[config.mk]
export PLATFORM = sky130hd
export DESIGN_NAME = posit_argmax_flat
export DESIGN_NICKNAME = d
export VERILOG_FILES = /design/src/rtl/posit_argmax_if.sv /design/src/rtl/posit_argmax.sv /design/src/flat_wrapper.sv
export SDC_FILE = /design/constraint.sdc
export NUM_CORES = 1
export LEC_CHECK = 0
export CORE_UTILIZATION = 56
export CTS_BUF_LIST = sky130_fd_sc_hd__clkbuf_4
export DETAILED_ROUTE_END_ITERATION = 12
export MAX_ROUTING_LAYER = met4
export PLACE_DENSITY_LB_ADDON = 0.15
export RECOVER_POWER = 25
export REMOVE_ABC_BUFFERS = 1
export SLEW_MARGIN = 10
export SYNTH_ARGS = -nofsm -noshare
export SYNTH_HDL_FRONTEND = slang
export SYNTH_SLANG_ARGS = --single-unit
[constraint.sdc]
create_clock -name clk -period 3.33 [get_ports clk]
set_clock_uncertainty 0.15 [all_clocks]
set_input_delay 0.999 -clock clk [delete_from_list [all_inputs] [get_ports clk]]
set_output_delay 0.999 -clock clk [all_outputs]
set_load 0.005 [all_outputs]
[src/rtl/posit_argmax_if.sv]
// Stream bundle for posit_argmax: posit words in, argmax result out.
// Signal names follow the DUT's view (_i driven by the producer, _o by the DUT).
interface posit_argmax_if #(
   parameter int POSIT_WIDTH = 16,
   parameter int INDEX_WIDTH = 4
);
   logic                   rtr_o;
   logic                   rts_i;
   logic                   eow_i;
   logic [POSIT_WIDTH-1:0] posit_i;
   logic                   rtr_i;
   logic                   rts_o;
   logic                   eow_o;
   logic [INDEX_WIDTH-1:0] index_o;
   logic [POSIT_WIDTH-1:0] max_o;

   modport slave (
      output rtr_o, rts_o, eow_o, index_o, max_o,
      input  rts_i, eow_i, posit_i, rtr_i
   );

   modport master (
      input  rtr_o, rts_o, eow_o, index_o, max_o,
      output rts_i, eow_i, posit_i, rtr_i
   );
endinterface

[src/rtl/posit_argmax.sv]
// Frame-wise argmax over a posit stream; one registered result per frame,
// with the end-of-DMA marker carried through to the result.
module posit_argmax #(
   parameter int NB_CLASSES  = 10,
   parameter int POSIT_WIDTH = 16,
   parameter int POSIT_ES    = 0,
   parameter int INDEX_WIDTH = $clog2(NB_CLASSES)
) (
   input  logic          clk,
   input  logic          rst_n,
   posit_argmax_if.slave bus
);

   if (NB_CLASSES < 2 || POSIT_ES < 0) begin : g_param_check
      $error("posit_argmax: NB_CLASSES must be >= 2 and POSIT_ES >= 0");
   end

   localparam logic [INDEX_WIDTH-1:0] LAST = INDEX_WIDTH'(NB_CLASSES - 1);

   typedef enum logic {ACCUM, EMIT} state_t;

   state_t                 state, state_nxt;
   logic [INDEX_WIDTH-1:0] wc, cur_idx, nxt_idx, index_q;
   logic [POSIT_WIDTH-1:0] cur_max, nxt_max, max_q;
   logic                   rts_q, eow_q, dma_last, rtr;
   logic                   accept, take, frame_end, out_ack;

   always_ff @(posedge clk or negedge rst_n) begin
      if (!rst_n) state <= ACCUM;
      else        state <= state_nxt;
   end

   always_comb begin
      state_nxt = state;
      case (state)
         ACCUM:   if (frame_end)  state_nxt = EMIT;
         EMIT:    if (bus.rtr_i)  state_nxt = ACCUM;
         default:                 state_nxt = ACCUM;
      endcase
   end

   always_comb begin
      rtr = (state == ACCUM);
   end

   // Signed compare orders posits correctly; NaR lands at the bottom.
   // Strict '>' keeps the lowest index on ties; wc==0 always seeds the frame.
   always_comb begin
      accept    = bus.rts_i & rtr;
      take      = (wc == '0) || ($signed(bus.posit_i) > $signed(cur_max));
      nxt_max   = take ? bus.posit_i : cur_max;
      nxt_idx   = take ? wc : cur_idx;
      frame_end = accept & ((wc == LAST) | bus.eow_i);
      out_ack   = rts_q & bus.rtr_i;
   end

   always_ff @(posedge clk or negedge rst_n) begin
      if (!rst_n) begin
         wc       <= '0;
         cur_idx  <= '0;
         cur_max  <= '0;
         index_q  <= '0;
         max_q    <= '0;
         rts_q    <= 1'b0;
         eow_q    <= 1'b0;
         dma_last <= 1'b0;
      end else begin
         if (accept) begin
            cur_max <= nxt_max;
            cur_idx <= nxt_idx;
            wc      <= frame_end ? '0 : wc + 1'b1;
            if (bus.eow_i) dma_last <= 1'b1;
         end
         if (frame_end) begin
            index_q <= nxt_idx;
            max_q   <= nxt_max;
            eow_q   <= bus.eow_i | dma_last;
            rts_q   <= 1'b1;
         end
         if (out_ack) begin
            rts_q <= 1'b0;
            eow_q <= 1'b0;
            if (eow_q) dma_last <= 1'b0;
         end
      end
   end

   assign bus.rtr_o   = rtr;
   assign bus.rts_o   = rts_q;
   assign bus.eow_o   = eow_q;
   assign bus.index_o = index_q;
   assign bus.max_o   = max_q;

endmodule
[src/flat_wrapper.sv]
// flat-port wrapper written by rule: the top's interface ports become plain ports
module posit_argmax_flat 
#(
   parameter int NB_CLASSES  = 10,
   parameter int POSIT_WIDTH = 16,
   parameter int POSIT_ES    = 0,
   parameter int INDEX_WIDTH = $clog2(NB_CLASSES)
)
  (clk, rst_n, bus_rtr_o, bus_rts_o, bus_eow_o, bus_index_o, bus_max_o, bus_rts_i, bus_eow_i, bus_posit_i, bus_rtr_i);
  posit_argmax_if #(.POSIT_WIDTH(POSIT_WIDTH), .INDEX_WIDTH(INDEX_WIDTH)) bus_i ();
  input  logic clk;
  input  logic rst_n;
  output wire logic [$bits(bus_i.rtr_o)-1:0] bus_rtr_o;
  output wire logic [$bits(bus_i.rts_o)-1:0] bus_rts_o;
  output wire logic [$bits(bus_i.eow_o)-1:0] bus_eow_o;
  output wire logic [$bits(bus_i.index_o)-1:0] bus_index_o;
  output wire logic [$bits(bus_i.max_o)-1:0] bus_max_o;
  input wire logic [$bits(bus_i.rts_i)-1:0] bus_rts_i;
  input wire logic [$bits(bus_i.eow_i)-1:0] bus_eow_i;
  input wire logic [$bits(bus_i.posit_i)-1:0] bus_posit_i;
  input wire logic [$bits(bus_i.rtr_i)-1:0] bus_rtr_i;
  assign bus_rtr_o = bus_i.rtr_o;
  assign bus_rts_o = bus_i.rts_o;
  assign bus_eow_o = bus_i.eow_o;
  assign bus_index_o = bus_i.index_o;
  assign bus_max_o = bus_i.max_o;
  assign bus_i.rts_i = bus_rts_i;
  assign bus_i.eow_i = bus_eow_i;
  assign bus_i.posit_i = bus_posit_i;
  assign bus_i.rtr_i = bus_rtr_i;
  posit_argmax #(.NB_CLASSES(NB_CLASSES), .POSIT_WIDTH(POSIT_WIDTH), .POSIT_ES(POSIT_ES), .INDEX_WIDTH(INDEX_WIDTH)) u_core (.clk(clk), .rst_n(rst_n), .bus(bus_i));
endmodule
==> metrics.txt <==
Layout area overhead=31.8%; CP Class=input pin to register; die width=around 73 um; Synth cell types=38; clk buf depth=2; count leader, synth=dfrtp_1; Core Footprint=about 4800 sq um; via density per instance=about 6; CTS tree=yes; Detail Placement HPWL=4640 um; diode count=0; Avg WL per Cell=16.5 um; # rows=25; f_max=301 MHz; post-synth top area share=a little over two fifths; initial drt markers=approximately 160; Detailed Route WL=around 7100 um; die area=approximately 5300 sq um; Max-slew headroom=about 17%; Max Slew Vio Count=0; gpl congestion=roughly 0.93; Inserted Clock Buffers=5; Synth area leaders=dfrtp_1 (42%), ha_1 (8.4%), o22a_1 (5.9%); Worst Setup SP=bus_posit_i[5]; H-tree depth=2; Finished Cell Area=~3700 sq um; Vias=2513; Data required, critical path=about 3500 ps; layout cell share with drive strength beyond 1=between 10% and 20%; Routed Antenna Nets=0; total gr overflow=0; initial antenna violation count=0; DIE HEIGHT=about 73 um; gr usage total=roughly 30%; Fin. Hold Viols=0; Yosys top cell by area=dfrtp_1; # setup viols final=0; area post-placement=~3500 sq um; CP Launch Type=input pin; crit path cell chain=dlygate4sd2_1 > ha_1 > nand4_1 > or4_1 > a21o_1 > and3_1 > o22a_1 > buf_12 > mux2_4; number of synthesized register bits=48; Avg Inst Size Synth=9.54 sq um; Clock Sinks=between 40 and 50; synthesized instance count=~300; CTS Root Cell=clkbuf_4; vias in the first global route=roughly 2500; MaxCap Viol Count=0; min Tclk post-route=3330 ps; CP endpoint kind=register; Worst-Margin Slew=around 1200 ps; EDFF count, synth=0; Starting Density=between 50% and 60%; Layout Utilization=roughly four fifths; Critical Path AT=3440 ps; Crit Reg-Reg Startpoint=u_core.cur_max[5]; first-pass GRT wire length=11900 um; Initial DRT Pass Iterations=4; RSZ-0062 raised after global routing=no; FFs w/ async S/R, synth=100%; largest net degree at the start of global routing=between 40 and 50; Synth Flop Type=dfrtp_1; status=finished, final reports clean; largest stage delay on the critical path=560 ps; IO Pins=44; # port buffers=43; post-synthesis sequential area ratio=about 42%; pwr dens=between 800 and 900 nW/um^2; YS warnings=0; VDD IR max=~440 uV; synthesized cell area=approximately 2800 sq um; Reg clk slew, reported paths=140 ps; CP Max Fanout=7; Min-Delay Startpoint=u_core.bus.eow_o; clock latency on the worst-skew pair=370 ps; crit share post-route=around 100%; Remaining DRCs=0; Worst Hold Class=register to register; Slowest-stage cell, CP=or4_1; commonest cells in the netlist=dfrtp_1 (48), inv_1 (35), nand2_1 (27); Final nets=401; LEAKAGE=1.76 nW
[layout by cell type, fill, tap and decap left out, drive strengths merged, types with 2 or more instances in the layout]
cell type,count
dfrtp,48
o21bai,2
mux2,3
nor2,25
or4,2
nand4,8
inv,35
a21oi,6
ha,19
clkdlybuf4s50,30
buf,34
o22a,19
mux2i,15
o22ai,2
a32o,2
nand2,27
and3,2
o21ai,2
a21o,2
nor2b,2
dlygate4sd2,9
o211ai,21
clkbuf,7
dlymetal6s2s,3
a31oi,22
[cell families after synthesis]
kind of cell,synth area share [%]
AO/OA/AOI/OAI,21.6
XOR/XNOR,0.618
adder cells (fa/ha/maj),8.39
buffers and inverters,8.48
flip-flops,42.4
multiplexers,6.89
AND/OR/NAND/NOR,11.6
[sequential cells by signal, summed over array words and instances, names as in the netlist]
register,flops
u_core.bus.index_o,4
u_core.wc,4
u_core.state,1
u_core.bus.rts_o,1
u_core.dma_last,1
u_core.bus.eow_o,1
u_core.cur_max,16
u_core.cur_idx,4
u_core.bus.max_o,16
[final cells by class]
class	count	area [sq um]
inverter	35	131
sequential	48	1200
fill	324	1050
timing repair buffer	77	719
tap	67	83.8
clock buffer	6	45.0
multi-input combinational	194	1520
clock inverter	2	35.0
[report_power, final]
group,leakage (nW),internal [mW],total [mW],switching (mW)
clock network,0.0456,0.166,0.359,0.193
registers,0.561,0.839,1.00,0.163
logic,1.16,1.01,1.91,0.896
[worst paths after layout]
path	slack (ps)	endpoint	cells past startpoint
max in group asynchronous	1480	u_core.cur_max[13]	2
worst max register to register	470	u_core.cur_idx[1]	9
worst min register to register	340	u_core.dma_last	1
worst max-delay path	4	u_core.cur_idx[1]	9
min in group asynchronous	790	u_core.bus.max_o[2]	2
worst min-delay path	340	u_core.dma_last	1
[what timing repair did]
| item | 4_1_cts | 5_1_grt |
|---|---|---|
| endpoints found under the hold margin | 0 | 0 |
| hold buffers | 0 | 0 |
| resized for setup | 20 | 8 |
| setup endpoints to repair | 40 | 34 |
| cloned | 0 | 0 |
| pin swaps | 12 | 4 |
| setup buffers | 3 | 0 |
[routing by layer]
| layer | global-route usage (%) | vias up | wire [um] |
|---|---|---|---|
| li1 | - | 1200 | - |
| met1 | 36.3 | 1223 | 3030 |
| met2 | 50.9 | 74 | 3560 |
| met3 | 5.25 | 16 | 329 |
| met4 | 10.0 | 0 | 137 |
| met5 | - | - | 0 |
[per-stage QoR]
step | std cells | worst slack [ps] | power (mW) | hold WS, ps | setup TNS, ps
after floorplan | 277 | -1410 | 1.96 | 316 | -37950
after global placement | 418 | -479 | 2.66 | 326 | -15270
after detailed placement | 418 | -525 | 2.73 | 333 | -17620
after CTS | 429 | 25.3 | 3.21 | 351 | 0
after global routing | 429 | 0.679 | 3.49 | 356 | 0
final | 429 | 4.27 | 3.27 | 345 | 0
[worst max-delay path: cells and delay by family]
family	cells	cell delay (ps)
compound gates	2	410
fa+ha+maj	1	310
buf+inv	2	420
mux	1	290
simple gates	3	1000
Power figures use the tool's default switching activity.
